### config.mk
export PLATFORM = sky130hd
export DESIGN_NAME = csc_yuv2rgb
export DESIGN_NICKNAME = d
export VERILOG_FILES = /design/src/rtl/csc_yuv2rgb.sv
export SDC_FILE = /design/constraint.sdc
export NUM_CORES = 1
export LEC_CHECK = 0
export ABC_AREA = 0
export BUFFER_PORTS_ARGS = -buffer_cell sky130_fd_sc_hd__buf_2
export CAP_MARGIN = 0
export CORE_MARGIN = 5
export CORE_UTILIZATION = 55
export DETAILED_ROUTE_END_ITERATION = 10
export PLACE_DENSITY = 0.83
export REMOVE_ABC_BUFFERS = 1
export SYNTH_ARGS = -nofsm -noshare
export SYNTH_HDL_FRONTEND = slang
export SYNTH_SLANG_ARGS = --single-unit
### constraint.sdc
create_clock -name Clock -period 13.5 [get_ports Clock]
set_input_delay 2.7 -clock Clock [delete_from_list [all_inputs] [get_ports Clock]]
set_output_delay 2.7 -clock Clock [all_outputs]
set_load 0.02 [all_outputs]
### src/rtl/csc_yuv2rgb.sv
// csc_yuv2rgb: 3-stage pipelined YUV->RGB converter with Q16 coefficients.
// Ports: Clock, Reset (async, active high); in_valid/in_ready + Y_in/U_in/V_in
// in; out_valid/out_ready + R_out/G_out/B_out out. Optional CSC_CLIP_COUNT_EN
// adds clip_count_clr (in) and clip_count (out, saturating clip counter).

module csc_mul32 (
  input  logic signed [31:0] a,
  input  logic signed [31:0] b,
  output logic signed [31:0] p
);
  // 32x32 signed multiply, low word kept
  assign p = a * b;
endmodule

module csc_yuv2rgb #(
  parameter int COEF_Y    = 76284,
  parameter int COEF_RV   = 104595,
  parameter int COEF_GU   = 25624,
  parameter int COEF_GV   = 53281,
  parameter int COEF_BU   = 132251,
  parameter int FRAC_BITS = 16
) (
  input  logic        Clock,
  input  logic        Reset,
  input  logic        in_valid,
  output logic        in_ready,
  input  logic [7:0]  Y_in,
  input  logic [7:0]  U_in,
  input  logic [7:0]  V_in,
  output logic        out_valid,
  input  logic        out_ready,
  output logic [7:0]  R_out,
  output logic [7:0]  G_out,
  output logic [7:0]  B_out
`ifdef CSC_CLIP_COUNT_EN
  ,
  input  logic        clip_count_clr,
  output logic [15:0] clip_count
`endif
);

  localparam logic signed [31:0] K_Y  = 32'(COEF_Y);
  localparam logic signed [31:0] K_RV = 32'(COEF_RV);
  localparam logic signed [31:0] K_GU = 32'(COEF_GU);
  localparam logic signed [31:0] K_GV = 32'(COEF_GV);
  localparam logic signed [31:0] K_BU = 32'(COEF_BU);

  function automatic logic [7:0] clip8(
    input logic signed [31:0] s
  );
    if (s < 0)
      return 8'd0;
    else if (s > 255)
      return 8'd255;
    else
      return s[7:0];
  endfunction

  // whole pipeline moves in lockstep;
  // a stalled output freezes every stage
  logic advance;
  assign advance  = !out_valid | out_ready;
  assign in_ready = advance;

  // S1: offset-removed components
  logic              s1_vld;
  logic signed [8:0] s1_y;
  logic signed [8:0] s1_u;
  logic signed [8:0] s1_v;

  always_ff @(posedge Clock or posedge Reset) begin
    if (Reset) begin
      s1_vld <= 1'b0;
      s1_y   <= '0;
      s1_u   <= '0;
      s1_v   <= '0;
    end else if (advance) begin
      s1_vld <= in_valid;
      s1_y   <= $signed({1'b0, Y_in}) - 9'sd16;
      s1_u   <= $signed({1'b0, U_in}) - 9'sd128;
      s1_v   <= $signed({1'b0, V_in}) - 9'sd128;
    end
  end

  logic signed [31:0] m_y;
  logic signed [31:0] m_u;
  logic signed [31:0] m_v;

  assign m_y = {{23{s1_y[8]}}, s1_y};
  assign m_u = {{23{s1_u[8]}}, s1_u};
  assign m_v = {{23{s1_v[8]}}, s1_v};

  logic signed [31:0] p_y;
  logic signed [31:0] p_rv;
  logic signed [31:0] p_gu;
  logic signed [31:0] p_gv;
  logic signed [31:0] p_bu;

  csc_mul32 u_mul_y (
    .a(K_Y), .b(m_y), .p(p_y)
  );
  csc_mul32 u_mul_rv (
    .a(K_RV), .b(m_v), .p(p_rv)
  );
  csc_mul32 u_mul_gu (
    .a(K_GU), .b(m_u), .p(p_gu)
  );
  csc_mul32 u_mul_gv (
    .a(K_GV), .b(m_v), .p(p_gv)
  );
  csc_mul32 u_mul_bu (
    .a(K_BU), .b(m_u), .p(p_bu)
  );

  // S2: registered products
  logic               s2_vld;
  logic signed [31:0] s2_py;
  logic signed [31:0] s2_prv;
  logic signed [31:0] s2_pgu;
  logic signed [31:0] s2_pgv;
  logic signed [31:0] s2_pbu;

  always_ff @(posedge Clock or posedge Reset) begin
    if (Reset) begin
      s2_vld <= 1'b0;
      s2_py  <= '0;
      s2_prv <= '0;
      s2_pgu <= '0;
      s2_pgv <= '0;
      s2_pbu <= '0;
    end else if (advance) begin
      s2_vld <= s1_vld;
      s2_py  <= p_y;
      s2_prv <= p_rv;
      s2_pgu <= p_gu;
      s2_pgv <= p_gv;
      s2_pbu <= p_bu;
    end
  end

  // sums and arithmetic (floor) shift
  logic signed [31:0] r_sum;
  logic signed [31:0] g_sum;
  logic signed [31:0] b_sum;
  logic signed [31:0] r_sh;
  logic signed [31:0] g_sh;
  logic signed [31:0] b_sh;

  assign r_sum = s2_py + s2_prv;
  assign g_sum = s2_py - s2_pgu - s2_pgv;
  assign b_sum = s2_py + s2_pbu;

  assign r_sh = r_sum >>> FRAC_BITS;
  assign g_sh = g_sum >>> FRAC_BITS;
  assign b_sh = b_sum >>> FRAC_BITS;

  // S3: output register
  always_ff @(posedge Clock or posedge Reset) begin
    if (Reset) begin
      out_valid <= 1'b0;
      R_out     <= '0;
      G_out     <= '0;
      B_out     <= '0;
    end else if (advance) begin
      out_valid <= s2_vld;
      R_out     <= clip8(r_sh);
      G_out     <= clip8(g_sh);
      B_out     <= clip8(b_sh);
    end
  end

`ifdef CSC_CLIP_COUNT_EN
  logic        c_r;
  logic        c_g;
  logic        c_b;
  logic [1:0]  n_clip;
  logic [16:0] cnt_sum;

  assign c_r = (r_sh < 0) || (r_sh > 255);
  assign c_g = (g_sh < 0) || (g_sh > 255);
  assign c_b = (b_sh < 0) || (b_sh > 255);

  assign n_clip  = 2'(c_r) + 2'(c_g) + 2'(c_b);
  assign cnt_sum = {1'b0, clip_count} + {15'd0, n_clip};

  // counted as the pixel enters S3; clear beats increment
  always_ff @(posedge Clock or posedge Reset) begin
    if (Reset)
      clip_count <= '0;
    else if (clip_count_clr)
      clip_count <= '0;
    else if (advance && s2_vld)
      clip_count <= cnt_sum[16] ? 16'hFFFF
                                : cnt_sum[15:0];
  end
`endif

endmodule

==> impl.org, run 1 <==
** Route
- Antenna viol nets, final :: 0
- Total DRC errors in the routed layout :: 0
- After detailed routing, the number of vias per cell comes to 5.81.
- The first routing iteration left 904 violations.
- The first detailed-routing pass took 5 iterations.
- Summing over every cut layer, the via total after detailed routing is approximately 15000.
- Summed over all layers, the routed wires come to ~45000 um.
- In the final routed layout, each cell accounts on average for ~17 um.

** Layout
- The repair_antennas step left the layout with diodes totalling 0.
- In the final layout, flip-flops and latches occupy between 0.004 and 0.005 mm2.
- Leading cell type in the layout, fill and taps excluded :: sky130_fd_sc_hd__ha_1
- Layout net count :: 2726
- Number of inserted filler cells in the final layout :: roughly 2900
- Highest-count cells in the layout ignoring fill and taps :: sky130_fd_sc_hd__ha_1 (444), sky130_fd_sc_hd__inv_1 (298), sky130_fd_sc_hd__nand2_1 (213)
- Share of post-route cells with drive strength above 1 :: 0.0586
- The multi-input combinational cells in the finished layout cover a total of approximately 0.014 mm2.
- Compared with the post-synthesis result, the final layout area differs by 7.06%.

** Logic synthesis
- During synthesis, Yosys emitted a total of 0 warnings.
- Fraction of synthesis flops using an asynchronous set or reset pin :: 1.00
- In the synthesized netlist the dominant register cell turns out to be sky130_fd_sc_hd__dfrtp_1.
- Syn Std Cell Area :: between 0.015 and 0.02 mm2
- Number of synthesized flops with an enable pin :: 0
- After synthesis, the netlist uses 78 different library cells.
- Number of register bits inferred by synthesis :: roughly 180
- Cell count after synthesis :: ~2100
- Share of the yosys chip area belonging to registers :: 0.225
- Per-instance average area after synthesis :: between 9 and 10 um2

** Floorplan
- From left edge to right edge, the die measures roughly 200 um.
- Total number of placement rows :: approximately 70
- 54 I/O pins were placed.
- Total core area :: 0.0347 mm2
- The floorplan step set the die height to ~200 um.
- The initial utilization of the core area, before any placement, comes to 0.561.
- The floorplan step defined a die boundary enclosing slightly below 0.04 mm2.

** Clocking
- The clock tree synthesis step divided the H-tree into 4 levels.
- Once the clock tree was built, the setup fixing pass inserted 0 buffers.
- Number of buffers inserted during clock tree synthesis :: 17
- Number of resized instances in the post-cts repair step :: 0
- The cell sitting at the root of the clock tree is a sky130_fd_sc_hd__clkbuf_16.
- The clock passes through at most 2 buffers.
- Clock latency on the worst-skew pair, taken at its later pin, is approximately 450 ps.
- TritonCTS sink count :: about 180
- TritonCTS built the clock tree.
- Worst-path clk slew :: about 70 ps
- Hold buffer count at cts :: 0

** Timing
- Count of final max-slew check failures :: 0
- In the finished design, the share of the clock period the worst path needs comes to 0.491.
- The number of endpoints with negative hold slack in the final report was 0.
- Setup violations remaining at the end of the flow were counted as 0.
- Min Tclk post-route :: between 6000 and 7000 ps
- Transition time at the pin with the least slew margin :: between 1000 and 1500 ps
- Derived from the worst setup path, the maximum achievable clock frequency is 151 MHz.
- Setup repair after global routing left no endpoint under its margin.
- Worst rel slew slack :: 0.311
- Worst clock skew :: 12.2 ps
- Adding up every negative setup slack in the final design gives 0 ps.

** Global routing
- Maximum number of pins on one net before global-route repair :: 140
- The total overflow left after global routing is 0.
- The via count of the first global-routing pass is between 15000 and 20000.
- The number of antenna violations at the first check in global routing is 0.
- Global-route wire length before repair :: roughly 76000 um
- For this run, the total global-route usage over all layers was measured as 0.236.

** Setup path
- CP arrival :: just under 4000 ps
- Start-to-end type of the worst setup path :: primary input to primary output
- Of all nets on the critical path, the largest fanout is 139.
- The worst setup path is launched from a primary input.
- STA classifies the critical path endpoint as a primary output.
- Critical Path RT :: 10800 ps

** Placement
- In this run the tool buffered the top-level ports with 53 buffer cells.
- Total half-perimeter wirelength after legalization and detailed placement :: 35700 um
- Weighted congestion at the end of routability-driven global placement :: between 0.9 and 1

** Min path
- Hold crit path type :: register to register

** Run status
- Result of the run :: finished, final reports clean

** Flow run
- Across the run, the number of max-cap violations was 0.
## metrics by stage
step / cell area [um2] / std cells / setup WS (ps) / hold slack (ps) / utilization
after floorplan: 19300 / 2056 / -2230 / 430 / -
after global placement: 20200 / 2572 / 6910 / 443 / 0.583
after detailed placement: 20200 / 2572 / 6890 / 457 / 0.583
after CTS: 20800 / 2604 / 6900 / 474 / 0.600
after global routing: 20800 / 2604 / 6780 / 498 / 0.600
final: 20800 / 2604 / 6870 / 470 / 0.600
## state kept, by name, indices dropped and copies added (netlist names)
name,cells
R_out,8
s2_pgv,25
s2_vld,1
s1_y,9
B_out,8
out_valid,1
s1_vld,1
s2_py,25
s1_u,8
s2_prv,26
s2_pbu,28
s1_v,8
s2_pgu,19
G_out,8
## synthesized netlist by cell type, types with 33 or more instances
cell type / number / share of area
sky130_fd_sc_hd__nor3_1: 33 / 0.0085
sky130_fd_sc_hd__a21o_1: 37 / 0.014
sky130_fd_sc_hd__fa_1: 118 / 0.12
sky130_fd_sc_hd__nor2_1: 107 / 0.021
sky130_fd_sc_hd__dfrtp_1: 175 / 0.23
sky130_fd_sc_hd__xnor2_1: 46 / 0.021
sky130_fd_sc_hd__nand2_1: 213 / 0.041
sky130_fd_sc_hd__inv_1: 300 / 0.058
sky130_fd_sc_hd__o21ai_0: 112 / 0.029
sky130_fd_sc_hd__xor2_1: 51 / 0.023
sky130_fd_sc_hd__ha_1: 444 / 0.29
sky130_fd_sc_hd__a21oi_1: 115 / 0.030
## layout make-up
class / instances / area share
multi-input cells: 1581 / 0.663
flip-flops and latches: 175 / 0.210
inverters: 300 / 0.0545
well taps: 455 / 0.0273
clock buffers: 18 / 0.0211
repair buffers: 61 / 0.0156
clock inverters: 14 / 0.00835
## layer usage
| metal | part of all wire | wire, um | track usage |
|---|---|---|---|
| met3 | 0.047 | 2100 | 0.0303 |
| met5 | 0 | 0 | 0 |
| met4 | 0.035 | 1550 | 0.0849 |
| met2 | 0.47 | 21100 | 0.392 |
| met1 | 0.45 | 20200 | 0.319 |
## kinds of logic after synthesis
| kind of cell | share of synthesized area |
|---|---|
| adders and majority gates | 0.407 |
| and+or+nand+nor | 0.114 |
| AOI/OAI and AO/OA | 0.142 |
| buffers and inverters | 0.0656 |
| DFF | 0.225 |
| xor gates and xnor gates | 0.0437 |
| muxes | 0.00276 |
## worst max-delay path, stage by stage
cell	delay [ps]
sky130_fd_sc_hd__buf_2	100
sky130_fd_sc_hd__nor2b_4	50
sky130_fd_sc_hd__inv_6	630
sky130_fd_sc_hd__buf_2	310
## path summary, 6_finish.rpt
kind | startpoint | to | slack (ps) | cells after the start
max in group asynchronous | Reset | s2_pgv[8]$_DFFE_PP0P_ | 9190 | 4
min in group asynchronous | Reset | s1_vld$_DFFE_PP0P_ | 2340 | 2
min | s2_vld$_DFFE_PP0P_ | s2_vld$_DFFE_PP0P_ | 470 | 2
max reg2reg | s1_y[3]$_DFFE_PP0P_ | s2_py[30]$_DFFE_PP0P_ | 7180 | 18
max | out_ready | in_ready | 6870 | 4
min reg2reg | s2_vld$_DFFE_PP0P_ | s2_vld$_DFFE_PP0P_ | 470 | 2
Power of run 1 is left out: the tool's default activity adds up to more than one toggle a clock period on the data nets, which glitch-free logic cannot reach.
==> inputs of run 2 (changes only) <==
==> constraint.sdc (replaced) <==
create_clock -name Clock -period 6.7 [get_ports Clock]
set_input_delay 1.34 -clock Clock [delete_from_list [all_inputs] [get_ports Clock]]
set_output_delay 1.34 -clock Clock [all_outputs]
set_load 0.02 [all_outputs]
==> run 2 against run 1 <==
Against the previous run:
- sequential cell count stayed put
- critical path depth is 17 higher
- count of clock-buffer cells in the layout is 2 higher
- register-to-register slack worse by 6600 ps
- global-route usage is 1.3 points higher
- hold slack worse by 1.5 ps
- die area stayed put
- routed wire length is 4.8% higher
- largest cell class unchanged
==> impl.org, run 2 (synthesized netlist as in run 1, its figures left out) <==
** Floorplan
- The placeable core region is 0.0347 mm2 (unchanged).
- Total number of placement rows :: 68 (unchanged)
- Die height :: 198 um (unchanged)
- The number of placed I/O pins came to 54 (unchanged).
- Horiz. Die Dim :: 198 um (unchanged)
- Area enclosed by the die boundary :: 0.0392 mm2 (unchanged)
- Starting utilization of the core area :: 0.561 (unchanged)

** Clocking
- TritonCTS built the clock tree.
- The post-CTS setup buffer count is 0 (unchanged).
- The maximum count of clock buffers along a single path was 2 (unchanged).
- Worst-path clk slew :: 70 ps (about the same)
- The total number of clock tree sinks came to 175 (unchanged).
- Worst-skew pair later-pin latency :: 450 ps (about the same)
- Number of buffers inserted during clock tree synthesis :: 17 (unchanged)
- Number of H-tree levels :: 4 (unchanged)
- The cell sitting at the root of the clock tree is a sky130_fd_sc_hd__clkbuf_16.
- Hold buffer count at cts :: 0 (unchanged)

** Route
- The wire length the detailed router placed on met1 came to 20900 um (+3.1%).
- Highest signal layer in the routed design :: met4
- The detailed-route wire length was 47100 um (+4.8%).
- The length of routed met2 wiring is 21900 um (+3.8%).
- The number of iterations in the first detailed-routing pass came to 5 (unchanged).
- The average wire length per cell after detail routing came to 18.1 um (+4.8%).
- Total DRC errors in the routed layout :: 0 (unchanged)
- The via total after detailed routing was 15100 (+0.13%).
- The initial detailed-routing violation count is 932 (+3.1%).
- The post-route antenna net violation count is 0 (unchanged).
- The detailed-routed wire length on met3 came to 2900 um (+38%).
- The detailed-route vias per instance was 5.82 (+0.13%).

** Layout
- The flip-flop count of the largest register, all copies and words added came to 28 (unchanged).
- Top Registers :: s2_pbu x28, s2_prv x26
- Share of post-route cells with drive strength above 1 :: 0.0586 (unchanged)
- The library cell used most frequently in the layout, excluding fill and tap cells, is sky130_fd_sc_hd__ha_1.
- More flip-flops sit in one register than any other, and that register is s2_pbu.
- The count of placed standard cells in the final layout, fillers left out came to 2604 (unchanged).
- The top cell types in the final layout, fill and taps aside, are sky130_fd_sc_hd__ha_1 (444), sky130_fd_sc_hd__inv_1 (298), sky130_fd_sc_hd__nand2_1 (213).
- Relative area change from synthesis to final layout :: 7.22%
- Ant diodes :: 0 (unchanged)
- The count of nets after finishing is 2726 (unchanged).

** Min path
- The min-delay analysis places its worst path in the category register to register.

** Placement
- The sum of net half-perimeters after detailed placement came to 37400 um (+4.8%).
- Weighted congestion at the end of routability-driven global placement :: 0.967 (+3.3%)
- The instance count after placement with tap cells included was 2572 (unchanged).
- Number of buffers inserted by port buffering :: 53 (unchanged)

** Timing
- Worst rel slew slack :: 0.298 (-0.0134)
- Final count of hold timing violations :: 0 (unchanged)
- The clock tree skew after final layout is 11.6 ps (-0.544 ps).
- Setup repair after global routing left no endpoint under its margin.
- The transition time at the pin with the least slew margin came to 1050 ps (+20.1 ps).
- Final Setup Violations :: 0 (unchanged)
- The final-layout worst hold slack came to 469 ps (-1.50 ps).
- Achievable clock frequency :: between 150 and 200 MHz
- Dividing the final minimum period by the clock period gives 0.917.
- Count of final max-slew check failures :: 0 (unchanged)
- The worst path needs approximately 6100 ps of the cycle, external delays included.

** Global routing
- The wire length of the first global-routing pass was 79200 um (+4.7%).
- The total track usage was 0.250 (+0.0134).
- Maximum number of pins on one net before global-route repair :: 176 (+26%)
- The number of antenna violations at the first check in global routing is 0 (unchanged).
- The remaining global-route overflow is 0 (unchanged).
- The via count of the first global-routing pass is 15800 (+2.8%).

** Setup path
- Ordered list of cells on the worst path :: inv_1 > ha_1 > inv_1 > fa_1 > ha_1 > inv_1 > fa_1 > inv_1 > ha_1 > ha_1 > fa_1 > a21o_1 > a21oi_1 > o21bai_1 > a2111oi_0 > o31ai_1 > o41ai_2 > o21ai_1 > a31oi_1 > xor2_1 > o21ai_0
- Start-to-end type of the worst setup path :: register to register
- Crit-path max cell delay :: 660 ps (+30 ps)
- The data arrival time of the critical path came to 6440 ps (+2510 ps).
- Critical Path RT :: 7000 ps (-3800 ps)
- Startpoint type of the worst setup path :: register
- The slack of the worst reg-to-reg path came to 560 ps (-6620 ps).
- The number of buffer and inverter stages on the critical path is 4 (+1).
- The worst setup path is captured at a register.
- Cell with the largest stage delay on the worst path :: sky130_fd_sc_hd__a2111oi_0
- Max Fanout on Critical Path :: 8 (-94%)
- Among cell families on the critical path, the largest total delay comes from adder cells.

** Run status
- Result of the run :: finished, final reports clean

** Flow run
- The max-capacitance violation count came to 0 (unchanged).
-- run 2: cell count changes in the layout (fill, tap and decap cells not counted), sizes merged --
| cell | previous run | this run |
|---|---|---|
| clkbuf | 18 | 20 |
| inv | 306 | 307 |
| clkinvlp | 2 | 0 |
| clkinv | 4 | 2 |
| bufinv | 2 | 3 |
-- run 2: final cells by class --
type / count / area [um2]
Inverter: 300 / 1140
Sequential cell: 175 / 4380
Fill cell: 2874 / 13800
Clock buffer: 20 / 457
Tap cell: 455 / 569
Clock inverter: 12 / 168
Timing Repair Buffer: 61 / 338
Multi-Input combinational cell: 1581 / 13800
-- run 2: layer usage --
layer	vias to the layer above	GRT usage
li1	7261	-
met1	7341	0.337
met2	447	0.408
met3	99	0.0441
met4	0	0.0839
met5	-	0
-- run 2: path summary, 6_finish.rpt --
| check | cells after the start | startpoint | end |
|---|---|---|---|
| worst min-delay path | 2 | s1_vld$_DFFE_PP0P_ | s1_vld$_DFFE_PP0P_ |
| worst min register to register | 2 | s1_vld$_DFFE_PP0P_ | s1_vld$_DFFE_PP0P_ |
| worst max register to register | 21 | s1_u[1]$_DFFE_PP0P_ | s2_pbu[25]$_DFFE_PP0P_ |
| max in group asynchronous | 3 | Reset | s1_v[7]$_DFFE_PP0P_ |
| worst max-delay path | 21 | s1_u[1]$_DFFE_PP0P_ | s2_pbu[25]$_DFFE_PP0P_ |
| min in group asynchronous | 3 | Reset | out_valid$_DFFE_PP0P_ |
-- run 2: stage by stage --
step	setup TNS (ps)	setup WS [ps]	util	instance area [um2]
floorplan	-646690	-6310	-	19300
global route	0	123	0.601	20900
detailed placement	0	478	0.583	20200
global placement	0	686	0.583	20200
finish	0	555	0.601	20900
CTS	0	434	0.601	20900
-- run 2: what timing repair did --
item	in CTS	in global routing
gates resized for setup	0	1
hold endpoints to repair	0	0
endpoints found under the setup margin	0	1
-- run 2: worst min-delay path, cell delays in order (launching register included) --
cell and delay, ps:
sky130_fd_sc_hd__dfrtp_1 340, sky130_fd_sc_hd__nand2_1 50, sky130_fd_sc_hd__nand2_1 50
Power of run 2 is left out for the same reason.
==> inputs of run 3 (changes only) <==
--- a/config.mk
+++ b/config.mk
@@ -11,7 +11,7 @@
 export CORE_MARGIN = 5
 export CORE_UTILIZATION = 55
 export DETAILED_ROUTE_END_ITERATION = 10
-export PLACE_DENSITY = 0.83
+export PLACE_DENSITY = 0.72
 export REMOVE_ABC_BUFFERS = 1
 export SYNTH_ARGS = -nofsm -noshare
 export SYNTH_HDL_FRONTEND = slang
==> run 3 against run 2 <==
Against the previous run:
- critical path depth unchanged
- first-iteration DRC count shrank 24%
- final cell count hardly changed
- critical path type unchanged
- critical endpoint unchanged
==> impl.org, run 3 (synthesized netlist as in run 1, its figures left out) <==
** Min path
- The worst hold path begins at s2_vld$_DFFE_PP0P_.
- Hold crit path type :: register to register
- Cell depth of the worst min-delay path :: 2 (unchanged)

** Global routing
- The pin count of the biggest net entering global routing is 117 (-34%).
- Global-route wire length before repair :: 76700 um (-3.2%)
- The number of antenna violations at the first check in global routing was 0 (unchanged).
- GR Util All Layers :: 0.244 (-0.00534)
- The remaining global-route overflow is 0 (unchanged).
- The via count of the first global-routing pass came to 14900 (-5.9%).

** Route
- Initial DRC Count :: 704 (-24%)
- Mean routed wirelength per cell :: 17.7 um (-2.1%)
- Detailed-route vias per instance :: 5.66 (-2.7%)
- The detailed-route DRC error count is 0 (unchanged).
- The post-route antenna net violation count is 0 (unchanged).
- The detailed-route wire length is 46100 um (-2.1%).
- Routed vias :: 14800 (-2.6%)
- Pre-Repair DR Iteration Count :: 6 (+1)

** Layout
- The library cells used most frequently in the layout, excluding fill and tap cells, are sky130_fd_sc_hd__ha_1 (444), sky130_fd_sc_hd__inv_1 (298), sky130_fd_sc_hd__nand2_1 (213).
- The cell area after layout came to 0.0209 mm2 (+0.11%).
- Post-route insts no fill :: 2605 (+0.038%)
- Final cell utilization of the core :: 0.602 (+0.000685)
- Layout net count :: 2727 (+0.037%)
- Ant diodes :: 0 (unchanged)
- From synthesis to final layout, the design area changed by 7.34%.
- In the final layout, the registers with the most flip-flops are s2_pbu x28, s2_prv x26.
- Share of post-route cells with drive strength above 1 :: 0.0591 (+0.000438)
- Max FFs per register :: 28 (unchanged)
- Register containing the most flip-flops in the final layout :: s2_pbu
- Number of inserted filler cells in the final layout :: 3008 (+4.7%)
- Leaving out fill and tap cells, the most frequent cell in the layout is sky130_fd_sc_hd__ha_1.

** Run status
- Result of the run :: finished, final reports clean

** Clocking
- The total clock buffers created by CTS was 17 (unchanged).
- Worst-path clk slew :: 70 ps (about the same)
- Library cell used as clock root buffer :: sky130_fd_sc_hd__clkbuf_16
- TritonCTS sink count :: 175 (unchanged)
- CTS tree :: yes
- The post-CTS resize count came to 0 (unchanged).
- The post-CTS setup buffer count came to 0 (unchanged).
- Number of H-tree levels :: 4 (unchanged)
- The number of hold buffers added after cts is 0 (unchanged).
- The clock latency at the later pin of the worst-skew pair came to 460 ps (about the same).
- The maximum count of clock buffers along a single path is 2 (unchanged).

** Timing
- The final count of negative-setup-slack endpoints was 0 (unchanged).
- Setup repair after global routing left no endpoint under its margin.
- The clock tree skew after final layout came to 13.7 ps (+2.02 ps).
- The worst slew slack as a fraction of its limit was 0.404 (+0.106).
- The upper clock frequency limit is 159 MHz (-2.5%).
- Share of the clock period used by the worst path after layout :: 0.940 (+0.0233)
- Min Tclk post-route :: 6300 ps (+156 ps)
- The final-layout worst hold slack came to 461 ps (-7.94 ps).
- The number of pins with negative max-slew slack in the final report was 0 (unchanged).
- Final count of hold timing violations :: 0 (unchanged)
- The transition time at the pin with the least slew margin came to 886 ps (-167 ps).

** Setup path
- Startpoint type of the worst setup path :: register
- Ordered list of cells on the worst path :: inv_1 > ha_1 > inv_1 > fa_1 > ha_1 > inv_1 > fa_1 > inv_1 > ha_1 > ha_1 > fa_1 > a21o_1 > a21oi_1 > o21bai_1 > a2111oi_0 > o31ai_1 > o41ai_1 > o21ai_1 > a31oi_1 > xor2_1 > o21ai_0
- The length in cells of the worst reg-to-reg path is 21 (unchanged).
- The worst register-to-register path begins at s1_u[1]$_DFFE_PP0P_.
- The data arrival time of the critical path came to 6620 ps (+180 ps).
- CP Launch Point :: s1_u[1]$_DFFE_PP0P_
- Crit-path max cell delay :: 640 ps (-20 ps)
- The worst setup path is of the register to register kind.
- Type of destination of the critical path :: register
- Cell with the largest stage delay on the worst path :: sky130_fd_sc_hd__o41ai_1
- Max Fanout on Critical Path :: 8 (unchanged)
- The critical path required time is 7020 ps (+20 ps).

** Placement
- Number of cells in the design after placement :: 2573 (+0.039%)
- The number of buffers inserted by port buffering came to 53 (unchanged).
- Weighted congestion at the end of routability-driven global placement :: 0.933 (-3.5%)
- The post-placement cell area was 0.0202 mm2 (about the same).
- The sum of net half-perimeters after detailed placement came to 37000 um (-1.2%).

** Flow run
- The max-capacitance violation count was 0 (unchanged).

** Floorplan
- Horiz. Die Dim :: 198 um (unchanged)
- The initial core utilization came to 0.561 (unchanged).
- The placeable core region came to 0.0347 mm2 (unchanged).
- The number of placed I/O pins came to 54 (unchanged).
- Die height :: 198 um (unchanged)
- The total number of placement rows was 68 (unchanged).
- Area enclosed by the die boundary :: 0.0392 mm2 (unchanged)
run 3: final timing paths:
check	end	slack, ps
max in group asynchronous	s2_py[30]$_DFFE_PP0P_	4390
hold reg to reg	s2_vld$_DFFE_PP0P_	460
hold / removal	s2_vld$_DFFE_PP0P_	460
setup reg to reg	s2_pbu[25]$_DFFE_PP0P_	400
min in group asynchronous	out_valid$_DFFE_PP0P_	970
setup / recovery	s2_pbu[25]$_DFFE_PP0P_	400
run 3: critical path: cells and delay by family (launching register included):
family	cells	cell delay (ps)
buffers and inverters	4	270
adder cells (fa/ha/maj)	7	2530
AO/OA/AOI/OAI	9	2630
flip-flops	1	560
XOR/XNOR	1	150
run 3: stage by stage:
step / worst slack, ps / setup TNS [ps]
after global routing: 118 / 0
after global placement: 626 / 0
after CTS: 484 / 0
final: 399 / 0
after floorplan: -6310 / -646690
after detailed placement: 554 / 0
run 3: routing by layer:
metal | global-route usage | vias to the layer above | share of wire
li1 | - | 7273 | -
met1 | 0.334 | 7125 | 0.46
met4 | 0.0786 | 0 | 0.027
met5 | 0 | - | 0
met3 | 0.0458 | 75 | 0.052
met2 | 0.395 | 279 | 0.46
run 3: cell type report:
class / count / area [um2] / area share
clock inverters: 15 / 223 / 0.0107
clock buffers: 17 / 425 / 0.0204
repair buffers: 62 / 345 / 0.0165
well taps: 455 / 569 / 0.0273
multi-input cells: 1581 / 13800 / 0.661
flip-flops and latches: 175 / 4380 / 0.210
inverters: 300 / 1140 / 0.0544
Power of run 3 is left out for the same reason.
